[src/rtl/hmc960_ctrl.sv]
// hmc960_ctrl: frame sequencer/arbiter sharing the HMC960 link between host and gain ports; HMC960_CTRL_READ_EN enables two-frame host reads
module hmc960_ctrl #(
  parameter logic [2:0] CHIP_ADDR     = 3'b110,
  parameter logic [4:0] GAIN_REG      = 5'd1,
  parameter int         GAP_CYCLES    = 16,
  parameter int         START_TIMEOUT = 1024
) (
  input  logic        clk,
  input  logic        reset,
  input  logic        host_req,
  input  logic        host_wr,
  input  logic [4:0]  host_addr,
  input  logic [23:0] host_wdata,
  output logic        host_ack,
  output logic [23:0] host_rdata,
  input  logic        gain_valid,
  input  logic [23:0] gain_word,
  output logic        gain_pending,
  output logic        busy,
  output logic        timeout_err,
  input  logic        err_clr,
  output logic        xfer_begin,
  output logic [31:0] tx_data,
  input  logic        spi_cs,
  input  logic [31:0] spi_rx_data
);
  localparam logic [2:0] S_IDLE   = 3'd0;
  localparam logic [2:0] S_LAUNCH = 3'd1;
  localparam logic [2:0] S_WSTART = 3'd2;
  localparam logic [2:0] S_WDONE  = 3'd3;
  localparam logic [2:0] S_GAP    = 3'd4;
  localparam int TW = $clog2(START_TIMEOUT + 1);
  localparam logic [7:0]    GAP_MAX = 8'(GAP_CYCLES);
  localparam logic [TW-1:0] TO_LAST = TW'(START_TIMEOUT - 1);

  logic [2:0]    state_q, state_d;
  logic [7:0]    gap_q, gap_d;
  logic [TW-1:0] to_q, to_d;
  logic [23:0]   gain_q, gain_d;
  logic          pend_q, pend_d;
  logic [31:0]   tx_q, tx_d;
  logic          host_q, host_d;
  logic          rd_q, rd_d;
  logic          ph2_q, ph2_d;
  logic          ack_q, ack_d;
  logic [23:0]   rdata_q, rdata_d;
  logic          terr_q, terr_d;
  logic          cs_meta_q, cs_q;
  logic          unused_rx_lsb;

  assign unused_rx_lsb = ^spi_rx_data[7:0];

  assign busy         = state_q != S_IDLE;
  assign xfer_begin   = state_q == S_LAUNCH;
  assign host_ack     = ack_q;
  assign host_rdata   = rdata_q;
  assign gain_pending = pend_q;
  assign timeout_err  = terr_q;
  assign tx_data      = tx_q;

  // cs comes from the engine's serial clock domain; idle high so reset to 1
  always_ff @(posedge clk) begin
    if (reset) begin
      cs_meta_q <= 1'b1;
      cs_q      <= 1'b1;
    end else begin
      cs_meta_q <= spi_cs;
      cs_q      <= cs_meta_q;
    end
  end

  // arbitration, frame building and completion tracking
  always_comb begin
    state_d = state_q;
    gap_d   = (gap_q == GAP_MAX) ? gap_q : gap_q + 8'd1;
    to_d    = to_q;
    gain_d  = gain_valid ? gain_word : gain_q;
    pend_d  = gain_valid | pend_q;
    tx_d    = tx_q;
    host_d  = host_q;
    rd_d    = rd_q;
    ph2_d   = ph2_q;
    ack_d   = 1'b0;
    rdata_d = rdata_q;
    terr_d  = terr_q & ~err_clr;
    case (state_q)
      S_IDLE: if (gap_q == GAP_MAX) begin
        if (pend_q) begin
          tx_d    = {gain_q, GAIN_REG, CHIP_ADDR};
          pend_d  = gain_valid;
          host_d  = 1'b0;
          rd_d    = 1'b0;
          ph2_d   = 1'b0;
          state_d = S_LAUNCH;
        end else if (host_req && !gain_valid && !ack_q) begin
          host_d = 1'b1;
          rd_d   = !host_wr;
          ph2_d  = 1'b0;
`ifdef HMC960_CTRL_READ_EN
          tx_d    = host_wr ? {host_wdata, host_addr, CHIP_ADDR} : {19'd0, host_addr, 5'd0, CHIP_ADDR};
          state_d = S_LAUNCH;
`else
          tx_d    = host_wr ? {host_wdata, host_addr, CHIP_ADDR} : tx_q;
          ph2_d   = !host_wr;
          rdata_d = host_wr ? rdata_q : 24'd0;
          state_d = host_wr ? S_LAUNCH : S_GAP;
`endif
        end
      end
      S_LAUNCH: begin
        to_d    = '0;
        state_d = S_WSTART;
      end
      S_WSTART: if (!cs_q) begin
        state_d = S_WDONE;
      end else if (to_q == TO_LAST) begin
        terr_d  = 1'b1;
        ack_d   = host_q;
        rdata_d = host_q ? 24'hFFFFFF : rdata_q;
        state_d = S_IDLE;
      end else begin
        to_d = to_q + TW'(1);
      end
      S_WDONE: if (cs_q) begin
        gap_d   = 8'd0;
        rdata_d = (rd_q && ph2_q) ? spi_rx_data[31:8] : rdata_q;
        state_d = S_GAP;
      end
      S_GAP: if (gap_q == GAP_MAX) begin
        if (host_q && rd_q && !ph2_q) begin
          ph2_d   = 1'b1;
          tx_d    = {24'd0, 5'd0, CHIP_ADDR};
          state_d = S_LAUNCH;
        end else begin
          ack_d   = host_q;
          state_d = S_IDLE;
        end
      end
      default: state_d = S_IDLE;
    endcase
  end

  // state registers; a reset mid-frame simply abandons the operation
  always_ff @(posedge clk) begin
    if (reset) begin
      state_q <= S_IDLE;
      gap_q   <= GAP_MAX;
      to_q    <= '0;
      gain_q  <= '0;
      pend_q  <= 1'b0;
      tx_q    <= '0;
      host_q  <= 1'b0;
      rd_q    <= 1'b0;
      ph2_q   <= 1'b0;
      ack_q   <= 1'b0;
      rdata_q <= '0;
      terr_q  <= 1'b0;
    end else begin
      state_q <= state_d;
      gap_q   <= gap_d;
      to_q    <= to_d;
      gain_q  <= gain_d;
      pend_q  <= pend_d;
      tx_q    <= tx_d;
      host_q  <= host_d;
      rd_q    <= rd_d;
      ph2_q   <= ph2_d;
      ack_q   <= ack_d;
      rdata_q <= rdata_d;
      terr_q  <= terr_d;
    end
  end
endmodule

[config.mk]
export PLATFORM = sky130hd
export DESIGN_NAME = hmc960_ctrl
export DESIGN_NICKNAME = d
export VERILOG_FILES = /design/src/rtl/hmc960_ctrl.sv
export SDC_FILE = /design/constraint.sdc
export NUM_CORES = 1
export LEC_CHECK = 0
export CAP_MARGIN = 20
export CORE_ASPECT_RATIO = 1.2
export CORE_MARGIN = 2
export CORE_UTILIZATION = 47
export DETAILED_ROUTE_END_ITERATION = 8
export GPL_ROUTABILITY_DRIVEN = 1
export PLACE_DENSITY = 0.92
export SETUP_SLACK_MARGIN = 0.5
export SYNTH_ARGS = -nofsm -noshare
export SYNTH_HDL_FRONTEND = slang
export SYNTH_SLANG_ARGS = --single-unit
[constraint.sdc]
create_clock -name clk -period 3.41 [get_ports clk]
set_clock_uncertainty 0.1 [all_clocks]
set_input_delay 1.023 -clock clk [delete_from_list [all_inputs] [get_ports clk]]
set_output_delay 1.023 -clock clk [all_outputs]
set_load 0.02 [all_outputs]
==> results of run 1 <==
[repair_timing]
action,CTS,global route
hold buffers,0,0
gates cloned,0,5
buffers inserted,1,1
pin swaps,0,1
setup endpoints to repair,4,4
resized for setup,5,5
[flip-flops by register name, summed over array words and instances, names as in the netlist]
name          cells
gap_q             8
tx_data          30
gain_pending      1
cs_meta_q         1
host_ack          1
ph2_q             1
host_q            1
state_q           3
timeout_err       1
gain_q           24
rd_q              1
cs_q              1
host_rdata       24
to_q             11
[power groups by stage]
stage / sequential (mW) / combinational [mW] / clock (mW)
floorplan: 1.78 / 0.966 / 0
global placement: 1.64 / 1.68 / 0
detailed placement: 1.66 / 1.73 / 0
CTS: 1.64 / 1.75 / 1.09
global route: 1.67 / 2.06 / 1.13
finish: 1.64 / 1.92 / 1.06
[area by class of cell]
cell class	instances	area share
clock buffer	10	0.0338
clock inverter	6	0.0109
tap	126	0.0233
multi-input combinational	338	0.350
sequential	108	0.320
inverter	30	0.0166
timing repair buffer	163	0.246
[final timing paths]
path | start | endpoint | depth (start not counted)
min | cs_meta_q$_SDFF_PP1_ | cs_q$_SDFF_PP1_ | 1
min reg2reg | cs_meta_q$_SDFF_PP1_ | cs_q$_SDFF_PP1_ | 1
max reg2reg | to_q[0]$_SDFFE_PP0P_ | host_rdata[22]$_SDFFE_PP0P_ | 7
max | gain_pending$_SDFF_PP0_ | gain_pending | 1
[cell families (layout without fill, tap and decap cells)]
kind of cell | Yosys count | after routing | share of synthesized area
AOI/OAI and AO/OA | 89 | 89 | 0.161
xor gates and xnor gates | 14 | 14 | 0.0254
adders and majority gates | 3 | 3 | 0.00776
buffers and inverters | 72 | 209 | 0.0660
DFF | 108 | 108 | 0.447
muxes | 48 | 48 | 0.0994
other | 1 | 1 | 0.000775
and+or+nand+nor | 183 | 183 | 0.192
[through the flow]
stage / util / cells / hold WS (ns) / total power [mW] / instance area (µm²)
after global placement: 0.633 / 758 / 0.305 / 3.32 / 6330
after floorplan: - / 518 / 0.289 / 2.74 / 4840
final: 0.677 / 781 / 0.315 / 4.63 / 6780
after global routing: 0.677 / 781 / 0.344 / 4.86 / 6780
after detailed placement: 0.633 / 758 / 0.303 / 3.39 / 6330
after CTS: 0.665 / 775 / 0.323 / 4.47 / 6660
[synth_stat cells, types with 3 or more instances]
master    count
clkbuf_1     24
xor2_1        5
mux2i_1      48
nand3b_1     26
dfxtp_1     108
inv_1        29
a21oi_1      24
nand4_1       3
o32ai_1      24
nor3_1        8
ha_1          3
and3_1        6
o31ai_1       4
o21ai_0       4
or2_2         5
buf_6         3
nor4_1        5
nor2_1       74
buf_4         4
nand2b_1      3
xnor2_1       9
and2_1        4
nand2_1      17
o31ai_2      21
nand3_1      22
buf_2         9
[layer usage]
layer	track usage	up-vias	wire [µm]
li1	-	2094	-
met1	0.258	2087	5160
met2	0.390	172	6380
met3	0.0734	24	1120
met4	0.0817	0	279
met5	0	-	0
==> impl_metrics.py, run 1 <==
metrics = {
    "run_status": {
        "outcome": "finished, final reports clean",
    },
    "sta": {
        "relSlewSlack": 0.464,
        "setup_violations": 0,
        "period_needed_ns": 2.74,
        "fin_setup_tns_ns": 0,
        "max_freq_mhz": 365,
        "setup_slack_ns": 0.670,
        "slew_violations": 0,
        "post-route-period-util": 0.804,
        "hold_viol_final": 0,
        "tightest_slew_ns": 0.804,
        "rsz0062_at_grt": "no",
    },
    "setup_path": {
        "crit_required_ns": 2.29,
        "cp_max_fo": 23,
        "cp_slowest_cell": "clkdlybuf4s50_1",
        "r2r_slack_ns": 1.03,
        "arrival_ns": 1.62,
        "critPathCaptureType": "output port",
        "critical-path-max-stage-delay_ns": 0.68,
        "path_delay_family": "buffers and inverters",
        "path_cells": "clkdlybuf4s50_1",
        "start_kind": "flip-flop",
        "cp.buffers_inverters": 1,
        "path_class": "reg2out",
    },
    "synthesis": {
        "ys_warn_count": 0,
        "synth-main-ff-cell": "dfxtp_1",
        "async_flop_share": 0,
        "synth_nets": 613,
        "synth.avg_cell_area_um2": 9.34,
        "synthesis.area_um2": 4840,
        "synth_cell_types": 46,
        "ys_seq_area_frac": 0.447,
        "synth_edf_count": 0,
        "syn-instance-count": 518,
        "synth_top_area_frac": 0.447,
        "yosys-top-cells-area": "dfxtp_1 45%, mux2i_1 9.9%, nor2_1 5.7%",
        "synth_area_leader_cell": "dfxtp_1",
        "ys_ff_latch": 108,
    },
    "placed_design": {
        "post-place-ws_ns": 0.153,
        "gp_congestion": 0.879,
        "dp_hpwl_um": 8820,
        "port_buffers": 143,
    },
    "finish": {
        "seq_area_um2": 2170,
        "final_cell_mix": "138 x clkdlybuf4s50_1, 105 x dfxtp_1, 73 x nor2_1",
        "fillers": 769,
        "layout_commonest_cell": "clkdlybuf4s50_1",
        "layout-area-overhead-vs-synth_pct": 40.2,
        "drive_above_1_share": 0.113,
        "multi_input_area_um2": 2370,
        "num_antenna_cells": 0,
        "nets": 745,
    },
    "global_route": {
        "grt_first_pass_wirelength_um": 19800,
        "antenna_found_initial": 0,
        "grt_overflow": 0,
        "grt_pass1_vias": 4305,
        "grt_use_total": 0.225,
        "grt_max_degree": 47,
    },
    "clock_network": {
        "cts.sinks": 108,
        "htreeDepth": 3,
        "cts_max_path_buffers": 2,
        "cts_tree": "yes",
        "clock_latency_ns": 0.35,
        "clk_pin_slew_ns": 0.07,
        "root_buffer": "clkbuf_16",
        "numCtsBuffers": 9,
    },
    "route": {
        "drt_iter0_drc": 283,
        "routedWlPerCell_um": 16.6,
        "routed_wirelength_um": 12900,
        "via_per_inst": 5.60,
        "num_vias": 4377,
        "drc": 0,
        "drt-pass1-iter-count": 5,
        "ant_nets": 0,
    },
    "pwr": {
        "power.density_nw_per_um2": 682,
        "p_int_mw": 2.93,
        "seq_power_share": 0.355,
        "pwr-share-clk": 0.229,
        "net-switching-power_mw": 1.70,
        "sw_frac_of_total": 0.367,
        "combPwrFrac": 0.415,
        "p_leak_nw": 2.53,
        "ir_worst_vdd_mv": 0.542,
    },
    "die": {
        "die_w_um": 96.6,
        "dieArea_um2": 11100,
        "die_h_um": 115,
        "start_util": 0.483,
        "core-area_um2": 10000,
        "io_pins": 153,
        "fp-row-count": 40,
    },
    "job": {
        "drv_cap": 0,
    },
    "min_path": {
        "hold_path.class": "reg2reg",
    },
}
(Power assumes the default switching activity.)
==> run 2: changes to the inputs <==
==> constraint.sdc (replaced) <==
create_clock -name clk -period 2.82 [get_ports clk]
set_clock_uncertainty 0.1 [all_clocks]
set_input_delay 0.846 -clock clk [delete_from_list [all_inputs] [get_ports clk]]
set_output_delay 0.846 -clock clk [all_outputs]
set_load 0.02 [all_outputs]
==> impl_metrics.py, run 2 (synthesis gave the netlist of run 1 again) <==
metrics = {
    "global_route": {
        "grt_use_total": 0.242,
        "grt_overflow": 0,
        "grt_pass1_vias": 4376,
        "antenna_found_initial": 0,
        "grt_max_degree": 27,
        "grt_first_pass_wirelength_um": 21000,
    },
    "finish": {
        "layout_commonest_cell": "clkdlybuf4s50_1",
        "fillers": 716,
        "final_cell_mix": "133 x clkdlybuf4s50_1, 106 x dfxtp_1, 73 x nor2_1",
        "nets": 758,
        "multi_input_area_um2": 2410,
        "largest_reg_flops": 30,
        "num_antenna_cells": 0,
        "seq_area_um2": 2160,
        "drive_above_1_share": 0.144,
        "layout-area-overhead-vs-synth_pct": 44.1,
    },
    "route": {
        "drt-pass1-iter-count": 4,
        "via_per_inst": 5.51,
        "drc": 0,
        "routed_wirelength_um": 13200,
        "num_vias": 4373,
        "ant_nets": 0,
        "routedWlPerCell_um": 16.6,
        "drt_iter0_drc": 215,
    },
    "die": {
        "core-area_um2": 10000,
        "die_h_um": 115,
        "io_pins": 153,
        "fp-row-count": 40,
        "die_w_um": 96.6,
        "dieArea_um2": 11100,
        "start_util": 0.483,
    },
    "pwr": {
        "sw_frac_of_total": 0.360,
        "net-switching-power_mw": 2.08,
        "seq_power_share": 0.335,
        "p_leak_nw": 2.65,
        "pwr-share-clk": 0.210,
        "combPwrFrac": 0.455,
        "ir_worst_vdd_mv": 0.614,
        "power.density_nw_per_um2": 828,
        "p_int_mw": 3.70,
    },
    "clock_network": {
        "cts.sinks": 108,
        "clk_pin_slew_ns": 0.06,
        "numCtsBuffers": 9,
        "cts_max_path_buffers": 2,
        "root_buffer": "clkbuf_16",
        "htreeDepth": 3,
        "clock_latency_ns": 0.35,
        "cts_tree": "yes",
    },
    "sta": {
        "fin_setup_tns_ns": 0,
        "setup_violations": 0,
        "rsz0062_at_grt": "yes",
        "holdWs_ns": 0.350,
        "post-route-period-util": 0.817,
        "setup_slack_ns": 0.517,
        "period_needed_ns": 2.30,
        "max_freq_mhz": 434,
        "slew_violations": 0,
        "hold_viol_final": 0,
    },
    "job": {
        "drv_cap": 0,
    },
    "setup_path": {
        "start_kind": "input port",
        "cp_max_fo": 12,
        "path_cells": "dlygate4sd2_1 -> or3_4 -> a21o_1 -> a21oi_2 -> and3_4 -> buf_4 -> buf_12 -> o32ai_1",
        "arrival_ns": 2.42,
        "cp_slowest_cell": "or3_4",
        "cp.buffers_inverters": 3,
        "path_delay_family": "simple AND/OR/NAND/NOR gates",
        "critPathCaptureType": "flip-flop",
        "critical-path-max-stage-delay_ns": 0.39,
        "path_class": "in2reg",
        "crit_required_ns": 2.94,
    },
    "placed_design": {
        "port_buffers": 143,
        "gp_congestion": 0.872,
        "dp_hpwl_um": 8740,
        "post-place-ws_ns": -0.192,
    },
    "min_path": {
        "hold_path.class": "reg2reg",
    },
    "run_status": {
        "outcome": "finished, final reports clean",
    },
}
run 2: power by group through the flow:
| stage | Sequential (mW) | Combinational, mW | Clock, mW |
|---|---|---|---|
| after floorplan | 2.15 | 1.19 | 0 |
| after global placement | 1.94 | 2.15 | 0 |
| after detailed placement | 1.95 | 2.21 | 0 |
| after CTS | 1.93 | 2.60 | 1.23 |
| after global routing | 1.96 | 2.81 | 1.30 |
| final | 1.93 | 2.63 | 1.21 |
run 2: metrics by stage:
stage / instance area [µm²] / power (mW) / instances / util
final: 6970 / 5.77 / 794 / 0.696
after global routing: 6970 / 6.07 / 794 / 0.696
after CTS: 6930 / 5.76 / 793 / 0.692
after detailed placement: 6400 / 4.16 / 766 / 0.640
after global placement: 6400 / 4.09 / 766 / 0.640
after floorplan: 4860 / 3.34 / 518 / -
run 2: repair_timing:
| item | 4_1_cts | 5_1_grt |
|---|---|---|
| pin swaps | 5 | 5 |
| buffers inserted | 6 | 1 |
| hold buffers | 0 | 0 |
| endpoints found under the setup margin | 57 | 36 |
| cloned | 5 | 0 |
| gates resized for setup | 24 | 15 |
run 2: final timing paths:
kind,start,end,slack [ns],depth (start not counted)
worst max-delay path,host_wr,host_rdata[23]$_SDFFE_PP0P_,0.52,8
worst min-delay path,cs_meta_q$_SDFF_PP1_,cs_q$_SDFF_PP1_,0.35,1
worst max register to register,to_q[1]$_SDFFE_PP0P_,host_rdata[23]$_SDFFE_PP0P_,0.52,8
worst min register to register,cs_meta_q$_SDFF_PP1_,cs_q$_SDFF_PP1_,0.35,1
run 2: metal layers:
layer	GRT usage	routed length, µm	up-vias
li1	-	-	2114
met2	0.431	6580	194
met1	0.269	5230	2042
met3	0.0695	1150	23
met4	0.0920	260	0
met5	0	0	-
run 2: cell type report:
cell class,instances,share of cell area
Tap cell,126,0.0226
Clock buffer,12,0.0368
Timing Repair Buffer,176,0.263
Multi-Input combinational cell,338,0.346
Sequential cell,108,0.311
Inverter,30,0.0162
Clock inverter,4,0.00467
